$ cat src/rtl/gpio_pkg.sv
// gpio_pkg: shared definitions for the GPIO input debounce block.
//   BUS_DW      - width of the register read/write data bus.
//   gpio_reg_e  - word addresses of the register map.
package gpio_pkg;

    localparam int BUS_DW = 32;

    typedef enum logic [1:0] {
        GPIO_REG_DATA   = 2'd0,
        GPIO_REG_CHANGE = 2'd1,
        GPIO_REG_MASK   = 2'd2,
        GPIO_REG_RSVD   = 2'd3
    } gpio_reg_e;

endpackage

$ cat src/rtl/gpio_debounce_bit.sv
// gpio_debounce_bit: one GPIO input bit -- two-flop synchronizer, stability
// counter and debounced level flop.
// Ports:
//   clk       - system clock, rising edge
//   rst       - synchronous active-high reset
//   pin       - raw asynchronous pin level
//   level     - debounced level (registered)
//   rise_fall - high during the cycle whose closing edge accepts a new level;
//               derived from registers only
module gpio_debounce_bit #(
    parameter int   DEBOUNCE_CYCLES = 4,
    parameter logic RESET_BIT       = 1'b0
) (
    input  logic clk,
    input  logic rst,
    input  logic pin,
    output logic level,
    output logic rise_fall
);

    // One spare bit so the terminal count is always representable.
    localparam int            CW   = $clog2(DEBOUNCE_CYCLES) + 1;
    localparam logic [CW-1:0] TERM = CW'(DEBOUNCE_CYCLES - 1);

    logic          sync1_r;
    logic          sync2_r;
    logic          level_r;
    logic [CW-1:0] cnt_r;
    logic          accept_s;

    // Acceptance condition: synchronized level differs and has been stable long enough.
    always_comb begin
        accept_s = 1'b0;
        if ((sync2_r != level_r) && (cnt_r == TERM)) begin
            accept_s = 1'b1;
        end else begin
            accept_s = 1'b0;
        end
    end

    // Synchronizer, stability counter and debounced level.
    always_ff @(posedge clk) begin
        if (rst) begin
            sync1_r <= RESET_BIT;
            sync2_r <= RESET_BIT;
            level_r <= RESET_BIT;
            cnt_r   <= CW'(0);
        end else begin
            sync1_r <= pin;
            sync2_r <= sync1_r;
            if (sync2_r == level_r) begin
                cnt_r <= CW'(0);
            end else if (cnt_r == TERM) begin
                level_r <= sync2_r;
                cnt_r   <= CW'(0);
            end else begin
                cnt_r <= cnt_r + CW'(1);
            end
        end
    end

    assign level     = level_r;
    assign rise_fall = accept_s;

endmodule

$ cat src/rtl/gpio_in_debounce.sv
// gpio_in_debounce: synchronizes and debounces raw GPIO input pins, latches
// per-bit change events and exposes them through a word-addressed register
// interface with a level interrupt.
// Ports:
//   clk, rst      - system clock / synchronous active-high reset
//   gpio_pins_i   - raw pin levels (WIDTH)
//   gpio_o        - debounced value, feeds the core GPIO input (WIDTH)
//   bus_addr      - register select: 0 DATA, 1 CHANGE (W1C), 2 MASK, 3 reserved
//   bus_we        - one-cycle write strobe
//   bus_wdata     - write data (32)
//   bus_rdata     - registered read data, one-cycle latency (32)
//   irq_o         - high while any unmasked change flag is set
module gpio_in_debounce
    import gpio_pkg::*;
#(
    parameter int               WIDTH           = 8,
    parameter int               DEBOUNCE_CYCLES = 4,
    parameter logic [WIDTH-1:0] RESET_VALUE     = '0
) (
    input  logic              clk,
    input  logic              rst,
    input  logic [WIDTH-1:0]  gpio_pins_i,
    output logic [WIDTH-1:0]  gpio_o,
    input  logic [1:0]        bus_addr,
    input  logic              bus_we,
    input  logic [BUS_DW-1:0] bus_wdata,
    output logic [BUS_DW-1:0] bus_rdata,
    output logic              irq_o
);

    logic [WIDTH-1:0]  debounced_s;
    logic [WIDTH-1:0]  accept_s;
    logic [WIDTH-1:0]  change_r;
    logic [WIDTH-1:0]  mask_r;
    logic [BUS_DW-1:0] rdata_r;
    logic [WIDTH-1:0]  change_next_s;
    logic [WIDTH-1:0]  mask_next_s;
    logic [BUS_DW-1:0] rdata_next_s;

    genvar gi;
    generate
        for (gi = 0; gi < WIDTH; gi++) begin : g_bit
            gpio_debounce_bit #(
                .DEBOUNCE_CYCLES (DEBOUNCE_CYCLES),
                .RESET_BIT       (RESET_VALUE[gi])
            ) u_bit (
                .clk       (clk),
                .rst       (rst),
                .pin       (gpio_pins_i[gi]),
                .level     (debounced_s[gi]),
                .rise_fall (accept_s[gi])
            );
        end

        // Write-data bits above WIDTH have no storage behind them.
        if (WIDTH < BUS_DW) begin : g_unused
            logic unused_wdata_s;
            assign unused_wdata_s = &{1'b0, bus_wdata[BUS_DW-1:WIDTH]};
        end
    endgenerate

    // W1C clear first, then new events OR'd in so a same-edge set wins.
    always_comb begin
        change_next_s = change_r;
        if (bus_we && (bus_addr == GPIO_REG_CHANGE)) begin
            change_next_s = change_r & ~bus_wdata[WIDTH-1:0];
        end else begin
            change_next_s = change_r;
        end
        change_next_s = change_next_s | accept_s;
    end

    // Mask register write.
    always_comb begin
        mask_next_s = mask_r;
        if (bus_we && (bus_addr == GPIO_REG_MASK)) begin
            mask_next_s = bus_wdata[WIDTH-1:0];
        end else begin
            mask_next_s = mask_r;
        end
    end

    // Read mux over pre-update register state; unused upper bits stay zero.
    always_comb begin
        rdata_next_s = {BUS_DW{1'b0}};
        case (gpio_reg_e'(bus_addr))
            GPIO_REG_DATA:   rdata_next_s[WIDTH-1:0] = debounced_s;
            GPIO_REG_CHANGE: rdata_next_s[WIDTH-1:0] = change_r;
            GPIO_REG_MASK:   rdata_next_s[WIDTH-1:0] = mask_r;
            default:         rdata_next_s = {BUS_DW{1'b0}};
        endcase
    end

    // Register-file state and read data.
    always_ff @(posedge clk) begin
        if (rst) begin
            change_r <= {WIDTH{1'b0}};
            mask_r   <= {WIDTH{1'b0}};
            rdata_r  <= {BUS_DW{1'b0}};
        end else begin
            change_r <= change_next_s;
            mask_r   <= mask_next_s;
            rdata_r  <= rdata_next_s;
        end
    end

    assign gpio_o    = debounced_s;
    assign bus_rdata = rdata_r;
    // Purely from registers: no combinational path from the bus.
    assign irq_o     = |(change_r & mask_r);

endmodule

$ cat config.mk
export PLATFORM = sky130hd
export DESIGN_NAME = gpio_in_debounce
export DESIGN_NICKNAME = d
export VERILOG_FILES = /design/src/rtl/gpio_pkg.sv /design/src/rtl/gpio_debounce_bit.sv /design/src/rtl/gpio_in_debounce.sv
export SDC_FILE = /design/constraint.sdc
export NUM_CORES = 1
export LEC_CHECK = 0
export ABC_AREA = 1
export BUFFER_PORTS_ARGS = -buffer_cell sky130_fd_sc_hd__buf_2
export CORE_MARGIN = 4
export CORE_UTILIZATION = 48
export DETAILED_ROUTE_END_ITERATION = 8
export MAX_ROUTING_LAYER = met4
export PLACE_DENSITY_LB_ADDON = 0.12
export SYNTH_ARGS = -nofsm -noshare
export SYNTH_HDL_FRONTEND = slang
export SYNTH_SLANG_ARGS = --single-unit
$ cat constraint.sdc
create_clock -name clk -period 2.75 [get_ports clk]
set_clock_uncertainty 0.05 [all_clocks]
set_input_delay 0.6875 -clock clk [delete_from_list [all_inputs] [get_ports clk]]
set_output_delay 0.6875 -clock clk [all_outputs]
set_load 0.02 [all_outputs]
==> reports/results.tsv <==
metric	value	unit
Starting Density	0.496	
fin util	0.544	
Critical Path Max Stage Delay	0.33	ns
Max Buffers Root-to-Sink	2	
Clock power frac	0.466	
post-CTS setup buffer count	0	
share of layout cells above drive strength 1	0.132	
DIE HEIGHT	89.3	µm
Max Cap Viol	0	
static leakage	1.69	nW
first-pass detailed-route iteration total	4	
Critical path buffers and inverters	2	
peak supply drop	381	µV
crit-path max FO	2	
critical path arrival	1.23	ns
Max Slew Vio Count	0	
hold_sp	g_bit[2].u_bit.sync1_r$_SDFF_PP0_	
Sink Count	72	
gp weighted congestion	0.791	
gate count after technology mapping	413	
WL per Instance	10.8	µm
Tcrit/Tclk final	0.714	
Port Buffers	37	
Vias/cell	4.61	
FF+latch count, synth	72	
r2r worst-path depth	5	
global-route wire length before repair	9400	µm
slew margin rel.	0.628	
Avg Inst Size Synth	7.67	µm²
post_cts resized	0	
yosys warns	0	
Mapped Area	3170	µm²
sequential-to-total area share from yosys stat	0.455	
Initial DRC Count	126	
Clock H-tree levels	3	
Routed WL	5650	µm
Sw Share	0.222	
r2r startpoint	g_bit[7].u_bit.cnt_r[0]$_SDFF_PP0_	
Core Box Area	6390	µm²
Diodes inserted	0	
total die area	7970	µm²
cell count along the critical path	5	
initial antenna violation count	0	
status	finished clean	
Total Routing Usage GR	0.159	
critical path launch point type	flop	
combinational share of power	0.056	
CTS tree	done	
critical path type	flop to output port	
Crit path max-delay family	flip-flops	
final hold violation count	0	
total negative slack	0	ns
Hold Path Cell Cnt	2	
root buf cell	clkbuf_8	
Hold Crit Class	flop to flop	
Worst Hold End	g_bit[2].u_bit.sync2_r$_SDFF_PP0_	
RSZ-0062 raised after global routing	false	
Residual DRC	0	
Critical Path RT	2.01	ns
fmax	0.510	GHz
Pwr Density	644	nW/µm²
final layout net count	502	
NetSw	0.496	mW
Max stage delay cell, worst path	dfxtp_1	
Inst Count DP	507	
non-filler instance count after layout	523	
clock latency on the worst-skew pair	0.34	ns
area growth from synthesis to layout	9.71	%
vias in the first global route	2173	
Worst R2R End	g_bit[7].u_bit.cnt_r[2]$_SDFF_PP0_	
WHS	0.353	ns
post-route ant nets	0	
Hold Buf Count CTS	0	
CTS buffer count	9	
setup violators final	0	
Remaining Overflow, GRT	0	
Post-DP HPWL	3840	µm
I/O pin total	86	
Worst Setup End Kind	output port	
R2R setup slack	1.55	ns
Least-Margin Pin Slew	0.557	ns
pin count of the biggest net entering global routing	36	
number of fill cells	610	
Internal	1.74	mW
row count	29	
library cells used by synthesis	18	
Die Wd	89.3	µm
sequential power share	0.478	
min Tclk post-route	1.96	ns
Via Count	2413	
Worst-path clk slew	0.07	ns
crit path cell chain	inv_1 -> o21ai_0 -> nor2_1 -> nand2_1 -> buf_2	
## worst max-delay path by stage
stage	from	endpoint	slack (ns)
floorplan	mask_r[0]$_SDFFE_PP0P_	irq_o	1.31
global placement	bus_addr[1]	bus_rdata[2]$_SDFF_PP0_	0.97
detailed placement	bus_addr[1]	bus_rdata[2]$_SDFF_PP0_	0.98
CTS	mask_r[7]$_SDFFE_PP0P_	irq_o	0.78
global route	change_r[0]$_SDFF_PP0_	irq_o	0.65
finish	mask_r[0]$_SDFFE_PP0P_	irq_o	0.79
## routing by layer
metal	share of wire	vias up	global-route usage
met5	0	-	-
met4	0.014	0	0.0812
met3	0.079	8	0.0387
met2	0.43	76	0.243
met1	0.48	1052	0.194
li1	-	1277	-
## cells in the mapped netlist
| cell | n | area [µm²] |
|---|---|---|
| inv_1 | 76 | 285 |
| dfxtp_1 | 72 | 1440 |
| nand2_1 | 66 | 248 |
| nor2_1 | 56 | 210 |
| buf_4 | 36 | 270 |
| nand3_1 | 32 | 160 |
| nand4_1 | 21 | 131 |
| ha_1 | 16 | 200 |
| a21oi_1 | 13 | 65.1 |
| o21ai_0 | 11 | 55.1 |
| buf_2 | 5 | 25.0 |
| buf_6 | 2 | 22.5 |
| nor2_4 | 2 | 22.5 |
| clkbuf_1 | 1 | 3.75 |
| conb_1 | 1 | 3.75 |
| inv_2 | 1 | 3.75 |
| inv_8 | 1 | 11.3 |
| nand3_2 | 1 | 10.0 |
## stage by stage
| step | total power, mW | setup WS (ns) | instance area [µm²] |
|---|---|---|---|
| global route | 2.32 | 0.653 | 3480 |
| finish | 2.24 | 0.787 | 3480 |
| detailed placement | 1.22 | 0.977 | 3220 |
| floorplan | 1.22 | 1.31 | 3260 |
| CTS | 2.26 | 0.779 | 3480 |
| global placement | 1.22 | 0.971 | 3220 |
## placed cells by master, fill, tap and decap left out
master,n
clkinv_2,1
nor2_4,2
inv_8,1
nand2_1,66
o21ai_0,11
a21oi_1,13
conb_1,24
nand4_1,21
nand3_2,1
ha_1,16
buf_4,1
bufinv_16,3
dfxtp_1,72
clkinvlp_4,1
nand3_1,32
inv_2,1
buf_2,37
inv_1,76
clkbuf_8,11
nor2_1,56
## worst register-to-register path: cells and delay by family, from the launching register on
family                     cells  cell delay, ns
adders and majority gates      2            0.43
buffers and inverters          1            0.06
DFF                            1            0.32
and+or+nand+nor                2            0.28
## power by group through the flow
stage	Sequential [mW]	Clock, mW	Combinational [mW]
finish	1.07	1.04	0.126
global route	1.07	1.10	0.141
CTS	1.07	1.07	0.126
detailed placement	1.09	0	0.125
global placement	1.09	0	0.124
floorplan	1.09	0	0.122
## area by class of cell
class / count / area (µm²) / area share
multi-input cells: 242 / 1190 / 0.343
inverters: 78 / 300 / 0.0864
repair buffers: 38 / 193 / 0.0554
well taps: 77 / 96.3 / 0.0277
clock buffers: 11 / 151 / 0.0435
flip-flops and latches: 72 / 1440 / 0.415
clock inverters: 5 / 103 / 0.0295
## registers in the layout (all words and copies together), names as in the netlist
name and count:
g_bit.u_bit.cnt_r 24, g_bit.u_bit.sync2_r 8, g_bit.u_bit.level 8, bus_rdata 8, change_r 8, g_bit.u_bit.sync1_r 8, mask_r 8
## cells by family after synthesis
kind of cell / share of synthesized area
compound gates: 0.0379
simple gates: 0.247
fa+ha+maj: 0.0632
other cells: 0.00118
buf+inv: 0.196
flops: 0.455
Note: power is estimated with default switching activity, not from simulation.
